### src/rtl/l1ca_acq_scheduler_if.sv
// rtl/l1ca_acq_scheduler_if.sv - detection handshake bundle between scheduler and channel allocation
interface l1ca_acq_scheduler_if;
   logic        det_valid;
   logic        det_ready;
   logic [5:0]  det_sv;
   logic [11:0] det_code;
   logic [4:0]  det_dop;
   logic [31:0] det_power;

   modport master (
      output det_valid, det_sv, det_code, det_dop, det_power,
      input  det_ready
   );

   modport slave (
      input  det_valid, det_sv, det_code, det_dop, det_power,
      output det_ready
   );
endinterface

### src/rtl/l1ca_acq_scheduler.sv
// rtl/l1ca_acq_scheduler.sv - L1 C/A search sequencer over an SV mask; ACQ_CONTINUOUS_EN restarts passes back to back
module l1ca_acq_scheduler #(
   parameter int N_SV          = 32,
   parameter int MAX_RETRY     = 1,
   parameter int START_TIMEOUT = 16
) (
   input  logic                  clk,
   input  logic                  nrst,
   input  logic                  enable,
   input  logic [N_SV-1:0]       sv_mask,
   input  logic [31:0]           threshold,
   output logic                  search_start,
   output logic [5:0]            search_sv,
   input  logic                  search_busy,
   input  logic [31:0]           search_acc,
   input  logic [11:0]           search_code,
   input  logic [4:0]            search_dop,
   l1ca_acq_scheduler_if.master  det,
   output logic                  scan_done,
   output logic [5:0]            det_count,
   output logic                  busy
);

   localparam int IW = $clog2(N_SV + 1);
   localparam int TW = $clog2(START_TIMEOUT + 1);
   localparam logic [IW-1:0] IDX_END   = IW'(N_SV);
   localparam logic [TW-1:0] TMO_LAST  = TW'(START_TIMEOUT - 1);
   localparam logic [1:0]    RETRY_MAX = 2'(MAX_RETRY);

   typedef enum logic [2:0] {
      S_IDLE, S_SELECT, S_START, S_WAIT_HI, S_WAIT_LO, S_EVAL, S_OUTPUT, S_NEXT
   } state_t;

   state_t          state_q, state_d;
   logic [N_SV-1:0] mask_q;
   logic [N_SV:0]   mask_ext;
   logic [IW-1:0]   idx_q;
   logic [1:0]      retry_q;
   logic [TW-1:0]   tmo_q;
   logic            need_low_q;
   logic            hit;
   logic            do_latch, do_done, do_found, do_skip;

   // extra zero bit lets the index sit at N_SV without an out-of-range select
   assign mask_ext     = {1'b0, mask_q};
   assign search_start = (state_q == S_START) && enable;
   assign busy         = (state_q != S_IDLE);
   assign det.det_valid = (state_q == S_OUTPUT);

   // state register
   always_ff @(posedge clk) begin
      if (!nrst) state_q <= S_IDLE;
      else       state_q <= state_d;
   end

   // next-state decode and datapath strobes
   always_comb begin
      state_d  = state_q;
      do_latch = 1'b0;
      do_done  = 1'b0;
      do_found = 1'b0;
      do_skip  = 1'b0;
      hit      = (search_acc > threshold);
      case (state_q)
         S_IDLE: begin
            if (enable && !need_low_q) begin
               state_d  = S_SELECT;
               do_latch = 1'b1;
            end
         end
         S_SELECT: begin
            if (!enable) begin
               state_d = S_IDLE;
            end else if (idx_q == IDX_END) begin
               do_done = 1'b1;
`ifdef ACQ_CONTINUOUS_EN
               state_d  = S_SELECT;
               do_latch = 1'b1;
`else
               state_d  = S_IDLE;
`endif
            end else if (mask_ext[idx_q]) begin
               state_d  = S_START;
               do_found = 1'b1;
            end else begin
               do_skip = 1'b1;
            end
         end
         S_START:   state_d = enable ? S_WAIT_HI : S_IDLE;
         S_WAIT_HI: begin
            if (search_busy)                    state_d = S_WAIT_LO;
            else if (tmo_q + TW'(1) == TMO_LAST) state_d = enable ? S_START : S_IDLE;
         end
         S_WAIT_LO: begin
            if (!search_busy) state_d = enable ? S_EVAL : S_IDLE;
         end
         S_EVAL: begin
            if (hit)                    state_d = S_OUTPUT;
            else if (retry_q < RETRY_MAX) state_d = S_START;
            else                        state_d = S_NEXT;
         end
         S_OUTPUT: begin
            if (det.det_ready) state_d = enable ? S_NEXT : S_IDLE;
         end
         S_NEXT:  state_d = enable ? S_SELECT : S_IDLE;
         default: state_d = S_IDLE;
      endcase
   end

   // scan index, retry/timeout counters, detection capture
   always_ff @(posedge clk) begin
      if (!nrst) begin
         mask_q        <= '0;
         idx_q         <= '0;
         retry_q       <= '0;
         tmo_q         <= '0;
         need_low_q    <= 1'b0;
         search_sv     <= '0;
         scan_done     <= 1'b0;
         det_count     <= '0;
         det.det_sv    <= '0;
         det.det_code  <= '0;
         det.det_dop   <= '0;
         det.det_power <= '0;
      end else begin
         scan_done <= do_done;
         if (do_done)      need_low_q <= 1'b1;
         else if (!enable) need_low_q <= 1'b0;
         if (do_latch) begin
            mask_q    <= sv_mask;
            idx_q     <= '0;
            retry_q   <= '0;
            det_count <= '0;
         end
         if (do_skip) idx_q <= idx_q + IW'(1);
         if (do_found) search_sv <= 6'(idx_q) + 6'd1;
         if (state_q == S_START)   tmo_q <= '0;
         if (state_q == S_WAIT_HI) tmo_q <= tmo_q + TW'(1);
         if (state_q == S_EVAL) begin
            if (hit) begin
               det.det_sv    <= search_sv;
               det.det_code  <= search_code;
               det.det_dop   <= search_dop;
               det.det_power <= search_acc;
               if (det_count != 6'd63) det_count <= det_count + 6'd1;
            end else if (retry_q < RETRY_MAX) begin
               retry_q <= retry_q + 2'd1;
            end
         end
         if (state_q == S_NEXT && enable) begin
            retry_q <= '0;
            idx_q   <= idx_q + IW'(1);
         end
      end
   end

endmodule

### src/flat_wrapper.sv
// flat-port wrapper written by rule: the top's interface ports become plain ports
module l1ca_acq_scheduler_flat 
#(
   parameter int N_SV          = 32,
   parameter int MAX_RETRY     = 1,
   parameter int START_TIMEOUT = 16
)
  (clk, nrst, enable, sv_mask, threshold, search_start, search_sv, search_busy, search_acc, search_code, search_dop, scan_done, det_count, busy, det_det_valid, det_det_sv, det_det_code, det_det_dop, det_det_power, det_det_ready);
  l1ca_acq_scheduler_if det_i ();
  input  logic clk;
  input  logic nrst;
  input  logic enable;
  input  logic [N_SV-1:0] sv_mask;
  input  logic [31:0] threshold;
  output logic search_start;
  output logic [5:0] search_sv;
  input  logic search_busy;
  input  logic [31:0] search_acc;
  input  logic [11:0] search_code;
  input  logic [4:0] search_dop;
  output logic scan_done;
  output logic [5:0] det_count;
  output logic busy;
  output wire logic [$bits(det_i.det_valid)-1:0] det_det_valid;
  output wire logic [$bits(det_i.det_sv)-1:0] det_det_sv;
  output wire logic [$bits(det_i.det_code)-1:0] det_det_code;
  output wire logic [$bits(det_i.det_dop)-1:0] det_det_dop;
  output wire logic [$bits(det_i.det_power)-1:0] det_det_power;
  input wire logic [$bits(det_i.det_ready)-1:0] det_det_ready;
  assign det_det_valid = det_i.det_valid;
  assign det_det_sv = det_i.det_sv;
  assign det_det_code = det_i.det_code;
  assign det_det_dop = det_i.det_dop;
  assign det_det_power = det_i.det_power;
  assign det_i.det_ready = det_det_ready;
  l1ca_acq_scheduler #(.N_SV(N_SV), .MAX_RETRY(MAX_RETRY), .START_TIMEOUT(START_TIMEOUT)) u_core (.clk(clk), .nrst(nrst), .enable(enable), .sv_mask(sv_mask), .threshold(threshold), .search_start(search_start), .search_sv(search_sv), .search_busy(search_busy), .search_acc(search_acc), .search_code(search_code), .search_dop(search_dop), .det(det_i), .scan_done(scan_done), .det_count(det_count), .busy(busy));
endmodule
### config.mk
export PLATFORM = sky130hd
export DESIGN_NAME = l1ca_acq_scheduler_flat
export DESIGN_NICKNAME = d
export VERILOG_FILES = /design/src/rtl/l1ca_acq_scheduler_if.sv /design/src/rtl/l1ca_acq_scheduler.sv /design/src/flat_wrapper.sv
export SDC_FILE = /design/constraint.sdc
export NUM_CORES = 1
export LEC_CHECK = 0
export CAP_MARGIN = 20
export CORE_MARGIN = 3
export CORE_UTILIZATION = 42
export DETAILED_ROUTE_END_ITERATION = 8
export PLACE_DENSITY = 0.77
export SKIP_CTS_REPAIR_TIMING = 1
export SLEW_MARGIN = 15
export SYNTH_ARGS = -nofsm -noshare
export SYNTH_HDL_FRONTEND = slang
export SYNTH_SLANG_ARGS = --single-unit
### constraint.sdc
create_clock -name clk -period 2.9 [get_ports clk]
set_input_delay 0.87 -clock clk [delete_from_list [all_inputs] [get_ports clk]]
set_output_delay 0.87 -clock clk [all_outputs]
set_load 0.03 [all_outputs]
* After elaboration in Yosys (flattened, before gate mapping)
Index checks and enable logic that the tools add are counted.
Word-level totals: bits in registers 117, input bits 118, output and inout port bits 71
Operators by class: add/subtract/negate cells 4, magnitude comparators 3, eq/ne operators 16, multiplexer cells 46, bitwise operators 1, reduce and logical (&&, ||, !) cells 11
Operators with widths (number):
- $mux W6 | 7
- $mux W3 | 12
- $gt A32 B32 Y1 | 1
- $pmux W3 S8 | 1
- $mux W1 | 17
- $add A6 B1 Y6 const B | 2
- $eq A3 B3 Y1 const B | 4
- $mux W2 | 6
- $mux W5 | 2
- $lt A6 B7 Y1 const B | 1
- $bmux W1 S6 | 1
- $eq A3 B2 Y1 const B | 2
- $eq A6 B6 Y1 const B | 1
- $ne A2 B1 Y1 const B | 3
- $ne A6 B6 Y1 const B | 1
- $reduce_bool A3 Y1 | 2
- $add A5 B1 Y5 const B | 1
- $eq A5 B4 Y1 const B | 1
- $reduce_and A5 Y1 | 1
- $ne A4 B2 Y1 const B | 1
- $eq A3 B1 Y1 const B | 1
- $logic_and A1 B1 Y1 | 3
- $logic_not A3 Y1 | 1
- $ne A3 B2 Y1 const B | 1
- other kinds (8) | 8

* Depth between registers and ports, before layout
Gate-level depths: netlist of the first run.
word-level depth 8, depth in mapped cells 11, mapped depth without buffers 9

* Worst setup path after synthesis of the first run
Ideal clock, no wire load.
path type in2reg, from input threshold[1], to register u_core.det.det_code[10], arrival 2.783 ns, data required time 2.772 ns, setup slack -0.010 ns, stages 11, buffers on the path 2, cell sequence inv_1 > ha_1 > nor2b_1 > o211ai_1 > a2111oi_0 > o41a_2 > o211ai_4 > buf_6 > buf_12 > mux2i_1 > nor2_1
On the way: word-level cells in the longest chain between the ends 2
RTL lines:
- start, declared | RTL line flat_wrapper.sv:14 | input logic [31:0] threshold;
- $gt A32 B32 Y1 | RTL line l1ca_acq_scheduler.sv:63 | hit = (search_acc > threshold);
- $reduce_and A2 Y1 (no line)
- end signal, assigned | RTL line l1ca_acq_scheduler.sv:142 | det.det_code <= search_code;
- end, declared | RTL line l1ca_acq_scheduler_if.sv:11 | output det_valid, det_sv, det_code, det_dop, det_power,
Every way passes these cells. A chain may end at the register's enable or synchronous reset.

* Final worst setup path of the first run
from input search_acc[8], to register u_core.det.det_power[23]
On the way: word-level cells in the longest chain between the ends 2
RTL lines:
- start, declared | RTL line flat_wrapper.sv:18 | input logic [31:0] search_acc;
- $gt A32 B32 Y1 | RTL line l1ca_acq_scheduler.sv:63
- $reduce_and A2 Y1 (no line)
- end signal, assigned | RTL line l1ca_acq_scheduler.sv:144 | det.det_power <= search_acc;
- end, declared | RTL line l1ca_acq_scheduler_if.sv:11
Every way passes these cells.

==> qor.csv, run 1 <==
metric;value;unit
routed_via_density;5.22;
ys_async_sr_fraction;0;
drcViolationCount;0;
arrival;3.28;ns
track_usage;0.199;
port_buffers;188;
cts_buffers;17;
violations;setup timing;
yosys_most_used_dff;dfxtp_1;
end_kind;flip-flop;
avgSynthCellArea;8.73;µm²
die_area;15400;µm²
htree_num_levels;4;
p_clk_frac;0.405;
first_iter_violations;249;
max_slew_margin;0.497;
cpPeakStageDelay;0.51;ns
die_width;124;µm
p_leak;4.48;nW
cp-start-kind;input pin;
routed-wl-met3;1.03;mm
ir_drop;0.000487;V
grt_overflow_total;0;
sw_frac_of_total;0.295;
worstMarginPinSlew;0.753;ns
pwr-share-comb;0.239;
core;13500;µm²
final-hold-violation-count;0;
antenna_found_initial;1;
hp-class;flip-flop to flip-flop;
p_seq_frac;0.356;
rows;42;
grt_pass1_wl;24.3;mm
die_h;124;µm
grt_max_degree;42;
fill_cells;1017;
crit_type;input pin to flip-flop;
cp_num_buf_inv;3;
wl_per_cell;15.6;µm
setup_viol_count_final;30;
wl_met1;7.16;mm
wl_met2;8.27;mm
dp_slack;-0.705;ns
drive_above_1_share;0.186;
grt_pass1_vias;5108;
finalClockSkew;0.0112;ns
synth_edf_count;0;
ys_warn_count;0;
fin_nets;1050;
ctsLongestPathBuffers;2;
critPathTopFamily;compound AO/OA/AOI/OAI gates;
setup_slack;-0.0906;ns
firstDrtPassIters;5;
pin_count;189;
worstPathMaxFanout;7;
synthCells;672;
yosys.cell_types.count;58;
power;5.16;mW
drv_slew;0;
outcome;complete, but fails checks;
clk_pin_slew;0.05;ns
ys_seq_elements;117;
yosysSeqAreaShare;0.399;
finalCriticalPeriod;2.99;ns
dpl.hpwl;11.2;mm
p_switching;1.52;mW
p_int;3.63;mW
maxCapViolations;0;
postRouteAntennaNets;0;
max_freq;334;MHz
routed_wirelength;16.9;mm
worstSkewPairLatency;0.41;ns
area_growth;59.1;%
highest_layer;met4;
synth_nets;828;
place_congestion;0.790;
vias;5654;
cts.sinks;117;
postLayoutCoreUtil;0.693;
tritoncts;yes;
power_density;553;nW/µm²
clock-root-buffer;clkbuf_16;
start_util;0.436;
crit_chain;dlymetal6s2s_1, ha_1, nand4_1, nor2_1, a22o_1, o41a_4, o211ai_4, buf_12, buf_12, mux2i_1, nor2_1;
syn_area;5860;µm²
cpMaxStageDelayCell;o41a_4;
hold_ws;0.452;ns
cp_data_required_time;3.19;ns
fin_crit_sh;1.03;
cells in the mapped netlist (2+ instances only):
master / count / share of area
mux2i_1: 63 / 0.11
o31ai_1: 2 / 0.0026
o21a_1: 2 / 0.0026
nor2_1: 83 / 0.053
nor2b_1: 5 / 0.0053
buf_2: 2 / 0.0017
a31oi_1: 4 / 0.0043
o2111ai_1: 4 / 0.0060
nor3_1: 7 / 0.0060
buf_4: 2 / 0.0026
buf_1: 2 / 0.0013
or2_2: 2 / 0.0021
a21oi_1: 58 / 0.049
nand3_1: 17 / 0.015
or3b_2: 3 / 0.0045
nor3b_1: 3 / 0.0038
clkbuf_1: 25 / 0.016
and2_1: 3 / 0.0032
ha_1: 38 / 0.081
o211ai_1: 4 / 0.0051
nor4_1: 2 / 0.0021
a22oi_1: 4 / 0.0051
nand4b_1: 2 / 0.0030
mux2_2: 4 / 0.0077
a221oi_1: 2 / 0.0030
inv_1: 41 / 0.026
o22ai_1: 2 / 0.0021
buf_12: 4 / 0.014
dfxtp_1: 117 / 0.40
o21ai_0: 14 / 0.012
nand2b_1: 6 / 0.0064
a21o_1: 4 / 0.0051
mux4_2: 6 / 0.023
nand4_1: 13 / 0.014
nand2_1: 93 / 0.060
buf_6: 3 / 0.0058
and3_1: 5 / 0.0053
final timing paths:
| check | endpoint | cells past startpoint | start | slack, ns |
|---|---|---|---|---|
| setup / recovery | u_core.det.det_power[23] | 11 | search_acc[8] | -0.09 |
| hold reg to reg | u_core.mask_q[10] | 2 | u_core.mask_q[10] | 0.45 |
| hold / removal | u_core.mask_q[10] | 2 | u_core.mask_q[10] | 0.45 |
| setup reg to reg | u_core.idx_q[2] | 7 | u_core.idx_q[0] | 0.29 |
through the flow:
stage / setup TNS (ns) / std cells / area, µm²
after floorplan: 0 / 672 / 5910
after global placement: -35.65 / 1040 / 8140
after detailed placement: -38.10 / 1040 / 8140
after CTS: -11.11 / 1072 / 8740
after global routing: -4.65 / 1084 / 9330
final: -0.756 / 1084 / 9330
power groups by stage:
| stage | Combinational (mW) | Sequential, mW | Clock (mW) |
|---|---|---|---|
| final | 1.23 | 1.84 | 2.09 |
| after global routing | 1.36 | 1.85 | 2.20 |
| after CTS | 1.16 | 1.83 | 2.12 |
| after detailed placement | 1.15 | 1.87 | 0 |
| after global placement | 1.14 | 1.86 | 0 |
| after floorplan | 0.695 | 1.86 | 0 |
worst min-delay path, delay by kind of cell (launching register included):
kind	cells	cell delay, ns
AO/OA/AOI/OAI	1	0.05
flip-flops	1	0.30
AND/OR/NAND/NOR	1	0.05
layout make-up:
cell class,instances,area [µm²],area share
Timing Repair Buffer,241,2520,0.270
Multi-Input combinational cell,475,3490,0.374
Tap cell,176,220,0.0236
Sequential cell,117,2340,0.251
Clock buffer,21,470,0.0504
Antenna cell,1,2.50,0.000268
Inverter,42,159,0.0170
Clock inverter,11,126,0.0135
cells by family after synthesis:
kind of cell | after synthesis | share of synthesized area
simple gates | 249 | 0.190
flops | 117 | 0.399
compound gates | 113 | 0.120
buf+inv | 80 | 0.0678
mux | 73 | 0.138
fa+ha+maj | 38 | 0.0811
xor+xnor | 2 | 0.00299
metal layers:
layer,up-vias,GRT usage
met5,-,0
met4,0,0.0630
met3,34,0.0586
met2,198,0.331
met1,2641,0.248
li1,2781,-
cell usage in the layout (no fill, tap or decap), types with 5 or more instances in the layout:
| master | n |
|---|---|
| dfxtp_1 | 117 |
| a21oi_1 | 52 |
| nand2b_1 | 6 |
| nand2_1 | 93 |
| clkbuf_16 | 18 |
| nor2_1 | 81 |
| clkdlybuf4s50_1 | 130 |
| ha_4 | 22 |
| mux4_2 | 6 |
| buf_4 | 44 |
| a21oi_2 | 7 |
| buf_12 | 6 |
| and3_1 | 5 |
| ha_1 | 14 |
| nand4_1 | 13 |
| mux2i_1 | 63 |
| nor2b_1 | 5 |
| o21ai_0 | 12 |
| nor3_1 | 5 |
| inv_2 | 22 |
| nand3_1 | 16 |
| inv_1 | 19 |
| dlymetal6s2s_1 | 55 |
sequential cells by signal (all words and copies together) (netlist names):
name                  flops
u_core.det.det_code      12
u_core.det.det_dop        5
u_core.det.det_power     32
u_core.det.det_sv         6
u_core.det_count          6
u_core.idx_q              6
u_core.mask_q            32
u_core.need_low_q         1
u_core.retry_q            2
u_core.scan_done          1
u_core.search_sv          6
u_core.state_q            3
u_core.tmo_q              5
Note: power is estimated with default switching activity, not from simulation.
==> run 2, diff against run 1 <==
--- a/config.mk
+++ b/config.mk
@@ -9,5 +9,6 @@
 export CORE_MARGIN = 3
-export CORE_UTILIZATION = 42
+export CORE_UTILIZATION = 57
 export DETAILED_ROUTE_END_ITERATION = 8
-export PLACE_DENSITY = 0.77
+export DONT_BUFFER_PORTS = 1
+export PLACE_DENSITY = 0.75
 export SKIP_CTS_REPAIR_TIMING = 1
--- a/constraint.sdc
+++ b/constraint.sdc
@@ -3,2 +3,2 @@
 set_output_delay 0.87 -clock clk [all_outputs]
-set_load 0.03 [all_outputs]
+set_load 0.01 [all_outputs]
==> qor.csv, run 2 (synthesized netlist as in run 1, its figures left out) <==
metric;value;unit;change
outcome;complete, no violations;;was complete, but fails checks
p_seq_frac;0.411;;was 0.356
drive_above_1_share;0.107;;was 0.186
start_util;0.592;;was 0.436
seqCellArea;2340;µm²;unchanged
clk_pin_slew;0.06;ns;was 0.05 ns
die_width;107;µm;was 124 µm
r2r_slack;0.23;ns;was 0.29 ns
p_leak;3.06;nW;was 4.48 nW
p_int;3.22;mW;was 3.63 mW
final_area;6560;µm²;was 9330 µm²
die_area;11500;µm²;was 15400 µm²
fin_crit_sh;0.945;;was 1.03
drcViolationCount;0;;unchanged
firstDrtPassIters;4;;was 5
finalCriticalPeriod;2.74;ns;was 2.99 ns
pin_count;189;;unchanged
grt_pass1_vias;4652;;was 5108
worstMarginPinSlew;0.760;ns;was 0.753 ns
cp_data_required_time;3.33;ns;was 3.19 ns
worstSkewPairLatency;0.51;ns;was 0.41 ns
wl_per_cell;16.6;µm;was 15.6 µm
dpl.hpwl;9.88;mm;was 11.2 mm
core;9910;µm²;was 13500 µm²
cts_buffers;17;;unchanged
cts.sinks;117;;unchanged
end_kind;flip-flop;;unchanged
die_h;107;µm;was 124 µm
tritoncts;yes;;unchanged
htree_num_levels;4;;unchanged
postLayoutCoreUtil;0.662;;was 0.693
rows;36;;was 42
crit_type;input pin to flip-flop;;unchanged
maxCapViolations;0;;unchanged
cpPeakStageDelay;0.55;ns;was 0.51 ns
hp-class;flip-flop to flip-flop;;unchanged
crit_chain;inv_1, ha_1, nor2b_1, o211ai_1, a2111oi_0, o41a_4, o211ai_4, buf_12, or3b_2, a31oi_1;;was dlymetal6s2s_1, ha_1, nand4_1, nor2_1, a22o_1, o41a_4, o211ai_4, buf_12, buf_12, mux2i_1, nor2_1
p_switching;1.35;mW;was 1.52 mW
grt_overflow_total;0;;unchanged
p_clk_frac;0.417;;was 0.405
cp_num_buf_inv;2;;was 3
vias;4761;;was 5654
fin_nets;826;;was 1050
hold_path.startpoint;u_core.mask_q[17];;was u_core.mask_q[10]
critPathTopFamily;compound AO/OA/AOI/OAI gates;;unchanged
port_buffers;0;;was 188
worstPathMaxFanout;10;;was 7
power_density;696;nW/µm²;was 553 nW/µm²
grt_pass1_wl;21.6;mm;was 24.3 mm
antenna_found_initial;0;;was 1
antenna_cells;0;;was 1
postRouteAntennaNets;0;;unchanged
final-hold-violation-count;0;;unchanged
place_area;6010;µm²;was 8140 µm²
max_freq;365;MHz;was 334 MHz
ir_drop;0.000351;V;was 0.000487 V
track_usage;0.234;;was 0.199
sw_frac_of_total;0.295;;about the same
place_congestion;0.847;;was 0.790
multi_input_area;3180;µm²;was 3490 µm²
routed_wirelength;13.5;mm;was 16.9 mm
max_slew_margin;0.492;;was 0.497
area_growth;11.9;%;was 59.1%
cp-start-kind;input pin;;unchanged
grt_max_degree;63;;was 42
setup_viol_count_final;0;;was 30
first_iter_violations;206;;was 249
arrival;3.17;ns;was 3.28 ns
cpMaxStageDelayCell;a2111oi_0;;was o41a_4
pwr-share-comb;0.172;;was 0.239
clock-root-buffer;clkbuf_8;;was clkbuf_16
layout_common_cells;dfxtp_1, nand2_1, nor2_1, mux2i_1, a21oi_1;;was clkdlybuf4s50_1, dfxtp_1, nand2_1, nor2_1, mux2i_1
crit_start;threshold[1];;was search_acc[8]
reg2reg_from;u_core.idx_q[0];;unchanged
fill_cells;844;;was 1017
final_common_cell;dfxtp_1;;was clkdlybuf4s50_1
hold_ws;0.453;ns;was 0.452 ns
largestRegisters;u_core.det.det_power (32), u_core.mask_q (32), u_core.det.det_code (12);;unchanged
rsz0062_at_grt;false;;
finalClockSkew;0.00675;ns;was 0.0112 ns
routed_via_density;5.83;;was 5.22
ctsLongestPathBuffers;2;;unchanged
drv_slew;0;;unchanged
## run 2: changes by cell type in the layout (fill, tap and decap cells not counted), sizes merged
cell / previous run / this run
inv: 41 / 42
clkdlybuf4s50: 130 / 0
clkinvlp: 4 / 6
clkinv: 6 / 4
bufinv: 2 / 1
clkbuf: 24 / 21
dlymetal6s2s: 55 / 0
buf: 53 / 17
diode: 1 / 0
## run 2: layer usage
metal	vias to the layer above	part of all wire	GRT usage
li1	2335	-	-
met5	-	0	0
met2	145	0.49	0.391
met1	2251	0.42	0.279
met4	0	0.021	0.104
met3	30	0.063	0.0672
## run 2: cell type report
class                      instances  share of cell area
tap                              133              0.0254
sequential                       117               0.357
timing repair buffer              17              0.0252
clock buffer                      21              0.0685
clock inverter                    11              0.0156
inverter                          42              0.0242
multi-input combinational        475               0.484
## run 2: power groups by stage
stage	Clock (mW)	Combinational, mW	Sequential, mW
6_report	1.90	0.787	1.88
5_1_grt	2.02	0.899	1.90
4_1_cts	1.94	0.786	1.87
3_5_place_dp	0	0.779	1.91
2_1_floorplan	0	0.672	1.84
3_3_place_gp	0	0.753	1.90
## run 2: worst min-delay path: cells and delay by family, from the launching register on
| family | cells | cell delay, ns |
|---|---|---|
| AND/OR/NAND/NOR | 1 | 0.05 |
| AO/OA/AOI/OAI | 1 | 0.05 |
| flip-flops | 1 | 0.31 |
## run 2: final timing paths
check / to / cells after the start
max: u_core.det_count[2] / 10
min: u_core.mask_q[17] / 2
max reg2reg: u_core.idx_q[2] / 7
min reg2reg: u_core.mask_q[17] / 2
## run 2: stage by stage
step	total power, mW	worst slack (ns)	cells	setup TNS, ns
2_1_floorplan	2.51	0.0159	672	0
3_3_place_gp	2.65	-0.142	784	-5.77
3_5_place_dp	2.69	-0.288	784	-8.61
4_1_cts	4.60	0.188	816	0
5_1_grt	4.81	0.0423	816	0
6_report	4.56	0.159	816	0
==> run 3, diff against run 2 <==
Settings changed: CORE_UTILIZATION 57 to 63, PLACE_DENSITY 0.75 to 0.79.
Clock period 2.9 ns to 3.35 ns, I/O delays scaled along.
==> qor.csv, run 3 (synthesized netlist as in run 1, its figures left out) <==
metric;value;unit;change
postLayoutCoreUtil;0.730;;was 0.662
worstPathMaxFanout;25;;was 10
core;8890;µm²;was 9910 µm²
pin_count;189;;unchanged
rows;34;;was 36
p_leak;3.07;nW;was 3.06 nW
met2_usage;0.447;;was 0.391
routed_via_density;5.90;;was 5.83
grt_pass1_wl;21.6;mm;unchanged
grt_max_degree;57;;was 63
ctsLongestPathBuffers;2;;unchanged
cts.sinks;117;;unchanged
routed_wirelength;13.3;mm;was 13.5 mm
fin_nets;816;;was 826
drive_above_1_share;0.0892;;was 0.107
rsz0062_at_grt;false;;unchanged
hp-class;flip-flop to flip-flop;;unchanged
track_usage;0.258;;was 0.234
clk_pin_slew;0.06;ns;about the same
layout_common_cells;dfxtp_1, nand2_1, nor2_1, mux2i_1, a21oi_1;;unchanged
busiest_layer;met2;;unchanged
clock-root-buffer;clkbuf_8;;unchanged
firstDrtPassIters;4;;unchanged
vias;4608;;was 4761
die_width;102;µm;was 107 µm
end_kind;flip-flop;;unchanged
final_common_cell;dfxtp_1;;unchanged
start_util;0.660;;was 0.592
crit_type;input pin to flip-flop;;unchanged
fin_crit_sh;0.820;;
htree_num_levels;4;;unchanged
first_iter_violations;219;;was 206
largestRegisters;u_core.det.det_power (32), u_core.mask_q (32), u_core.det.det_code (12);;unchanged
arrival;3.17;ns;about the same
tritoncts;yes;;unchanged
maxCapViolations;0;;unchanged
worstSkewPairLatency;0.50;ns;was 0.51 ns
postRouteAntennaNets;0;;unchanged
r2r_cells;7;;unchanged
power;4.16;mW;was 4.56 mW
use_met3;0.103;;was 0.0672
cp_data_required_time;3.77;ns;was 3.33 ns
cp-start-kind;input pin;;unchanged
port_buffers;0;;unchanged
wl_per_cell;17.0;µm;was 16.6 µm
die_area;10500;µm²;was 11500 µm²
holdPathStages;2;;unchanged
place_congestion;0.832;;was 0.847
die_h;102;µm;was 107 µm
max_slew_margin;0.422;;was 0.492
drv_slew;0;;unchanged
setup_tns;0;ns;unchanged
power_density;642;nW/µm²;was 696 nW/µm²
grtUsageMet1;0.290;;was 0.279
final_area;6490;µm²;was 6560 µm²
setup_viol_count_final;0;;unchanged
worstMarginPinSlew;0.864;ns;was 0.760 ns
grt_overflow_total;0;;unchanged
finalClockSkew;0.00651;ns;was 0.00675 ns
drcViolationCount;0;;unchanged
dpl.hpwl;9.68;mm;was 9.88 mm
area_growth;10.6;%;was 11.9%
antenna_cells;0;;unchanged
cts_buffers;17;;unchanged
ir_drop;0.000338;V;was 0.000351 V
final-hold-violation-count;0;;unchanged
finalCriticalPeriod;2.75;ns;
place_area;5870;µm²;was 6010 µm²
grt_pass1_vias;4663;;was 4652
outcome;complete, no violations;;unchanged
antenna_found_initial;0;;unchanged
max_freq;364;MHz;
## run 3: changes by cell type in the layout (fill, tap and decap cells not counted), moves of 2 or more
cell        change
buf_4          -11
clkinv_4        +4
clkinvlp_4      -4
bufinv_16       +3
ha_1            +3
ha_4            -3
clkbuf_8        -2
## run 3: path summary, 6_finish.rpt
check,slack [ns],start,endpoint
min reg2reg,0.45,u_core.mask_q[24],u_core.mask_q[24]
max reg2reg,0.70,u_core.idx_q[1],u_core.idx_q[2]
min,0.45,u_core.mask_q[24],u_core.mask_q[24]
max,0.60,threshold[14],u_core.det_count[2]
## run 3: where the power goes
group          switching [mW]  internal (mW)  total (mW)
clock                   0.662           1.22        1.88
sequential              0.120           1.50        1.62
combinational           0.415          0.245       0.660
total                    1.20           2.97        4.16
## run 3: metal layers
layer	part of all wire	up-vias
met4	0.011	0
met1	0.39	2125
met3	0.085	14
li1	-	2307
met5	0	-
met2	0.52	162
## run 3: critical path, cell delays in order
cell and delay (ns):
inv_1 0.02, ha_1 0.31, nand4_1 0.19, a2111oi_0 0.43
o41a_2 0.25, o211ai_4 0.13, buf_12 0.20, or3b_2 0.45
a31oi_1 0.17
## run 3: area by class of cell
cell class | count | area [µm²]
clock buffers | 18 | 418
clock inverters | 14 | 201
fillers | 687 | 2400
inverters | 42 | 159
multi-input cells | 475 | 3130
flip-flops and latches | 117 | 2340
well taps | 108 | 135
repair buffers | 7 | 103
## run 3: stage by stage
| stage | setup WS [ns] | hold WS (ns) | cells |
|---|---|---|---|
| final | 0.603 | 0.452 | 781 |
| after global routing | 0.317 | 0.470 | 781 |
| after CTS | 0.581 | 0.452 | 781 |
| after detailed placement | -0.0282 | 0.444 | 749 |
| after global placement | 0.00735 | 0.439 | 749 |
| after floorplan | 0.305 | 0.433 | 672 |
